`src/rtl/pe_result_reducer.sv`:
```
// Sums para_deg unsigned lane products per accepted beat and accumulates beats
// into one dot product per vector. Optional build macro: REDUCER_SATURATE_EN.
module pe_result_reducer #(
   parameter int data_width = 8,
   parameter int para_deg   = 4,
   parameter int acc_width  = 32
) (
   input  logic                               clk,
   input  logic                               reset,
   input  logic [para_deg*2*data_width-1:0]   lanes_in,
   input  logic                               in_valid,
   input  logic                               in_last,
   output logic                               in_ready,
   output logic [acc_width-1:0]               out_data,
   output logic [15:0]                        out_beats,
   output logic                               out_ovf,
   output logic                               out_valid,
   input  logic                               out_ready
);

   localparam int lane_w = 2 * data_width;
   localparam int sum_w  = lane_w + $clog2(para_deg);

   typedef enum logic [1:0] {IDLE, ACCUM, DRAIN, HOLD} state_t;

   state_t               state_r;
   logic                 accept_s;
   logic [sum_w-1:0]     lane_sum_s;
   logic                 s1_valid_r;
   logic                 s1_last_r;
   logic [sum_w-1:0]     s1_sum_r;
   logic [acc_width-1:0] acc_r;
   logic [15:0]          cnt_r;
   logic                 ovf_r;
   logic [acc_width:0]   add_s;
   logic [acc_width-1:0] acc_next_s;
   logic [15:0]          cnt_next_s;
   logic                 ovf_next_s;
   logic [acc_width-1:0] out_data_r;
   logic [15:0]          out_beats_r;
   logic                 out_ovf_r;
   logic                 out_valid_r;

   // A final beat sitting in stage 1 blocks new beats until its result has drained.
   assign in_ready  = ~out_valid_r & ~(s1_valid_r & s1_last_r);
   assign accept_s  = in_valid & in_ready;
   assign out_data  = out_data_r;
   assign out_beats = out_beats_r;
   assign out_ovf   = out_ovf_r;
   assign out_valid = out_valid_r;

   // Adder tree over all lanes, widened so no lane carry is lost.
   always_comb begin
      lane_sum_s = {sum_w{1'b0}};
      for (int i = 0; i < para_deg; i++) begin
         lane_sum_s = lane_sum_s + sum_w'(lanes_in[lane_w*i +: lane_w]);
      end
   end

   // Next accumulator, beat count and sticky overflow for the stage-1 beat.
   always_comb begin
      add_s      = {1'b0, acc_r} + (acc_width+1)'(s1_sum_r);
      ovf_next_s = ovf_r | add_s[acc_width];
`ifdef REDUCER_SATURATE_EN
      if (ovf_next_s) begin
         acc_next_s = {acc_width{1'b1}};
      end else begin
         acc_next_s = add_s[acc_width-1:0];
      end
`else
      acc_next_s = add_s[acc_width-1:0];
`endif
      if (cnt_r == 16'hFFFF) begin
         cnt_next_s = cnt_r;
      end else begin
         cnt_next_s = cnt_r + 16'd1;
      end
   end

   // Stage 1: register the lane sum and last flag of an accepted beat.
   always_ff @(posedge clk) begin
      if (reset) begin
         s1_valid_r <= 1'b0;
         s1_last_r  <= 1'b0;
         s1_sum_r   <= {sum_w{1'b0}};
      end else if (accept_s) begin
         s1_valid_r <= 1'b1;
         s1_last_r  <= in_last;
         s1_sum_r   <= lane_sum_s;
      end else begin
         s1_valid_r <= 1'b0;
         s1_last_r  <= 1'b0;
      end
   end

   // Stage 2 accumulation, result hand-off and vector-level state.
   always_ff @(posedge clk) begin
      if (reset) begin
         state_r     <= IDLE;
         acc_r       <= {acc_width{1'b0}};
         cnt_r       <= 16'd0;
         ovf_r       <= 1'b0;
         out_data_r  <= {acc_width{1'b0}};
         out_beats_r <= 16'd0;
         out_ovf_r   <= 1'b0;
         out_valid_r <= 1'b0;
      end else begin
         if (s1_valid_r && s1_last_r) begin
            out_data_r  <= acc_next_s;
            out_beats_r <= cnt_next_s;
            out_ovf_r   <= ovf_next_s;
            out_valid_r <= 1'b1;
            acc_r       <= {acc_width{1'b0}};
            cnt_r       <= 16'd0;
            ovf_r       <= 1'b0;
         end else if (s1_valid_r) begin
            acc_r <= acc_next_s;
            cnt_r <= cnt_next_s;
            ovf_r <= ovf_next_s;
         end else if (out_valid_r && out_ready) begin
            out_valid_r <= 1'b0;
         end else begin
            out_valid_r <= out_valid_r;
         end

         case (state_r)
            IDLE: begin
               if (accept_s) begin
                  state_r <= in_last ? DRAIN : ACCUM;
               end else begin
                  state_r <= IDLE;
               end
            end
            ACCUM: begin
               if (accept_s && in_last) begin
                  state_r <= DRAIN;
               end else begin
                  state_r <= ACCUM;
               end
            end
            DRAIN: state_r <= HOLD;
            HOLD: begin
               if (out_valid_r && out_ready) begin
                  state_r <= IDLE;
               end else begin
                  state_r <= HOLD;
               end
            end
            default: state_r <= IDLE;
         endcase
      end
   end

endmodule
```
`config.mk`:
```
export PLATFORM = sky130hd
export DESIGN_NAME = pe_result_reducer
export DESIGN_NICKNAME = d
export VERILOG_FILES = /design/src/rtl/pe_result_reducer.sv
export SDC_FILE = /design/constraint.sdc
export NUM_CORES = 1
export LEC_CHECK = 0
export CAP_MARGIN = 20
export CORE_MARGIN = 10
export CORE_UTILIZATION = 31
export CTS_CLUSTER_DIAMETER = 50
export CTS_CLUSTER_SIZE = 40
export DETAILED_ROUTE_END_ITERATION = 6
export GPL_TIMING_DRIVEN = 0
export SYNTH_ARGS = -nofsm -noshare
export SYNTH_HDL_FRONTEND = slang
export SYNTH_SLANG_ARGS = --single-unit
export TNS_END_PERCENT = 20
```
`constraint.sdc`:
```
create_clock -name clk -period 4 [get_ports clk]
set_input_delay 0.4 -clock clk [delete_from_list [all_inputs] [get_ports clk]]
set_output_delay 0.4 -clock clk [all_outputs]
set_load 0.01 [all_outputs]
```
Yosys cells after proc, flatten, opt, wreduce, memory -nomap -nowiden
Index checks and enable logic that the tools add are counted.

$add $sub $neg: 5. $mul: 0. Div/mod/pow operators: 0. $lt $le $gt $ge: 0. Equality and inequality tests: 2. Shifts and indexed selects: 0. Mux-type cells: 5. Bitwise gates (word level): 7. Reductions and logical operators: 6.

Operators by type and width (number): $add A32 B18 Y33 (1); $add A17 B16 Y18 (1); $add A18 B16 Y18 (1); $add A16 B16 Y17 (1); $add A16 B1 Y16 const B (1); $eq A16 B16 Y1 const B (1); $mux W16 (1); $mux W1 (4); $reduce_or A2 Y1 (2); $and A1 B1 Y1 (3); $not A1 Y1 (3); $logic_and A1 B1 Y1 (2); $ne A2 B1 Y1 const B (1); $reduce_and A2 Y1 (1); $reduce_bool A2 Y1 (1); $or A1 B1 Y1 (1).

Bits in registers: 119. Latch bits: 0. Memory bits (writable): 0. Bits in read-only memories: 0. Input bits: 69. Output and inout port bits: 51. Word-level logic and storage cells: 35. Memories: 0.

Longest topological paths before layout
Depth after elaboration: 6. Depth in mapped cells: 13. Gate-level depth less buffers: 13.

Worst setup path after synthesis
OpenSTA, ideal clock, no wires.

Path type: input to register. Start point: input port lanes_in[1]. End point: register s1_sum_r[17]. Library setup time: 131 ps. Arrival: 3692 ps. Required time: 3869 ps. Path slack: 177 ps. Stages: 13. Path buffers: 0. Cell sequence: inv_1 > fa_1 > inv_1 > fa_1 > ha_1 > fa_1 > a211oi_1 > o21ai_1 > a311oi_1 > o21ai_1 > a31o_2 > a2111oi_1 > nor3_1.

Cells in the longest elaborated chain, start to end: 3.

RTL lines: start: declaration (line 10) `input logic [para_deg*2*data_width-1:0] lanes_in,`; $add A16 B16 Y17 (line 56) `lane_sum_s = lane_sum_s + sum_w'(lanes_in[lane_w*i +: lane_w]);`; $add A17 B16 Y18 (line 56); $add A18 B16 Y18 (line 56); end signal: assignment (line 85) `s1_sum_r <= {sum_w{1'b0}};`; end signal: assignment (line 89) `s1_sum_r <= lane_sum_s;`; end: declaration (line 31) `logic [sum_w-1:0] s1_sum_r;`.

No other way between the ends. A chain may end at the register's enable or synchronous reset.

Worst setup path after layout
Same ends and word-level chain as after synthesis.

==> flow_summary.ini <==
[yosys]
ys_seq_area_share_pct = 31.8
ys_types = 64
yosysWarningCount = 0
syn_area_sq_um = 7490
syn-num-nets = 1037
netlist_top_cells_count = dfxtp_1 (119), inv_1 (102), nor2_1 (89)
synth_top_area_cell = dfxtp_1
synth_cells = 899
ys.flop_type = dfxtp_1
ys_ff_latch = 119
async_reset_ff_share_pct = 0
yosysMostFrequentCell = dfxtp_1
synth_area_per_cell_sq_um = 8.34
yosysTopAreaCellShare_pct = 31.8
synthTopCellsByArea = dfxtp_1 (32%), fa_1 (8.8%), ha_1 (6.0%), inv_1 (5.1%), a21oi_1 (4.5%)
synth_edf_count = 0

[power_and_ir_drop]
ir_drop_mv = 0.267
powerDensity_nw_per_um2 = 416
leakage_nw = 3.88

[worst_setup_path]
worst_r2r_path_depth = 10
cp_num_buf_inv = 3
r2r_end = out_data[30]
required_ns = 4.29
critPathTopFamily = adder cells
crit_path_max_fanout = 3
critPathCaptureType = flop
slowest_delay_ns = 0.52
regToRegSetupSlack_ns = 1.19
r2r-start = s1_sum_r[0]
critPathLaunchType = input port
worst-setup-path-type = in -> reg
slowest_stage = fa_1
cp_cell_sequence = clkdlybuf4s50_1 > inv_1 > fa_1 > inv_1 > fa_1 > ha_2 > fa_2 > a211oi_4 > o21ai_2 > a311oi_2 > o21ai_2 > a31o_2 > a2111oi_4 > nor3_1
arrival_ns = 4.09

[global_route]
grt_pass1_wl_um = 32100
grt_max_degree = 17
grt_pass1_vias = 6413
grt_usage_pct = 12.7
grt-ovfl-total = 0
grt_antenna_before_repair = 0

[floorplanning]
ioPinCount = 120
coreArea_sq_um = 23600
die_area_sq_um = 30800
die_height_um = 175
initial_core_util_pct = 31.7
die_w_um = 175
rows = 56

[routing]
via_per_inst = 4.68
drt_iter0_markers = 366
antenna_left = 0
first_pass_iters = 4
post-route-drc-count = 0
routedWlPerCell_um = 14.2
drt_wl_total_um = 19500
vias = 6410

[run_status]
outcome = finished clean

[layout]
antenna_cells = 0
area_growth_pct = 30.2
layout.cells.non_filler = 1369
drive_above_1_share_pct = 6.38
fill_cells = 2405
fin_nets = 1176
seq_area_sq_um = 2380
multi_input_area_sq_um = 4590
stdcell_area_sq_um = 9760

[clock_network]
worstSkewPairLatency_ns = 0.42
cts_tree = done
clk_pin_slew_ns = 0.06
numCtsBuffers = 17
cts_buffer_depth = 2
holdBufCountCts = 0
cts.sinks = 119
h-tree-depth = 4
cts_root_buf = clkbuf_16

[placed_design]
io_buffers = 118
place_area_sq_um = 9070
dp.cells = 1336
dp_slack_ns = -0.649
hpwl_um = 15500
gp_routability_congestion = 0.868

[worst_hold_path]
min_from = out_data[0]
holdPathEnd = out_data[0]
whs_path_depth = 2
worstHoldPathType = reg -> reg

[timing]
period_share_pct = 95.1
min_period_ns = 3.80
holdWs_ns = 0.454
fmax_mhz = 263
slew_headroom_pct = 45.4
grt_setup_unrepaired = false
fin_ws_ns = 0.197
slew_viol_final = 0
setup_violations = 0
skew_ns = 0.0129
tightest_slew_ns = 0.818
hold_viol_final = 0

[job]
maxCapViolations = 0
## per-layer routing
metal  track usage [%]  up-vias  wire length (um)
met5                 0        -                 0
li1                  -     3333                 -
met2              19.8      136              8620
met4              3.50        0               216
met1              16.6     2924              9760
met3              3.99       17               867
## worst max path at each step
stage / cells past startpoint / to / startpoint / slack, ns
2_1_floorplan: 13 / s1_sum_r[17] / lanes_in[1] / 0.18
3_3_place_gp: 14 / s1_sum_r[17] / lanes_in[1] / -0.70
3_5_place_dp: 14 / s1_sum_r[17] / lanes_in[1] / -0.65
4_1_cts: 14 / s1_sum_r[17] / lanes_in[1] / 0.04
5_1_grt: 14 / s1_sum_r[17] / lanes_in[1] / 0.01
6_report: 14 / s1_sum_r[17] / lanes_in[1] / 0.20
## layout by cell type, fill, tap and decap left out, types with 33 or more instances in the layout
| cell type | n |
|---|---|
| a21oi_1 | 68 |
| clkbuf_1 | 35 |
| clkdlybuf4s50_1 | 118 |
| dfxtp_1 | 119 |
| ha_1 | 35 |
| inv_1 | 102 |
| nand2_1 | 85 |
| nor2_1 | 89 |
| xnor2_1 | 34 |
| xor2_1 | 33 |
## flip-flops by register name, indices dropped and copies added, names as in the netlist
| signal | cells |
|---|---|
| ovf_r | 1 |
| out_valid | 1 |
| out_data | 32 |
| s1_sum_r | 18 |
| out_ovf | 1 |
| s1_last_r | 1 |
| acc_r | 32 |
| cnt_r | 16 |
| s1_valid_r | 1 |
| out_beats | 16 |
## what timing repair did
item,in CTS,in global routing
buffers inserted,1,1
resized for setup,2,7
setup endpoints to repair,1,1
pin swaps,1,4
endpoints found under the hold margin,0,0
## worst reg2reg max path, cell delays in order, from the launching register on
cell      delay, ns
dfxtp_1        0.34
ha_1           0.24
fa_1           0.43
a211oi_1       0.40
o21ai_2        0.18
a21oi_2        0.28
o211a_4        0.23
buf_6          0.18
nor3_2         0.07
xnor2_1        0.15
a211oi_1       0.23
## area by class of cell
cell class | count | share of cell area, %
clock inverter | 9 | 1.51
buffer | 45 | 1.92
timing repair buffer | 120 | 12.3
sequential | 119 | 24.4
tap | 319 | 4.09
inverter | 103 | 3.96
multi-input combinational | 632 | 47.0
clock buffer | 22 | 4.86
## power breakdown
part / switching, mW / leakage [nW] / total (mW) / internal [mW]
clock: 0.529 / 0.306 / 1.61 / 1.08
sequential: 0.0535 / 0.965 / 1.31 / 1.26
combinational: 0.637 / 2.61 / 1.14 / 0.504
total: 1.22 / 3.88 / 4.06 / 2.85
## kinds of logic after synthesis
logic type               Yosys count  synth area share, %
AND/OR/NAND/NOR                  280                 18.4
AO/OA/AOI/OAI                    198                 17.1
flip-flops                       119                 31.8
adder cells (fa/ha/maj)           69                 14.8
buffers and inverters            148                 7.66
XOR/XNOR                          67                 7.83
multiplexers                      18                 2.40
## per-stage QoR
stage          utilization, %  setup TNS [ns]  total power, mW
2_1_floorplan               -               0             2.13
3_3_place_gp             38.4           -1.17             2.42
3_5_place_dp             38.4           -1.08             2.42
4_1_cts                  41.1               0             4.07
5_1_grt                  41.3               0             4.32
6_report                 41.3               0             4.06
Note: power is estimated with default switching activity, not from simulation.
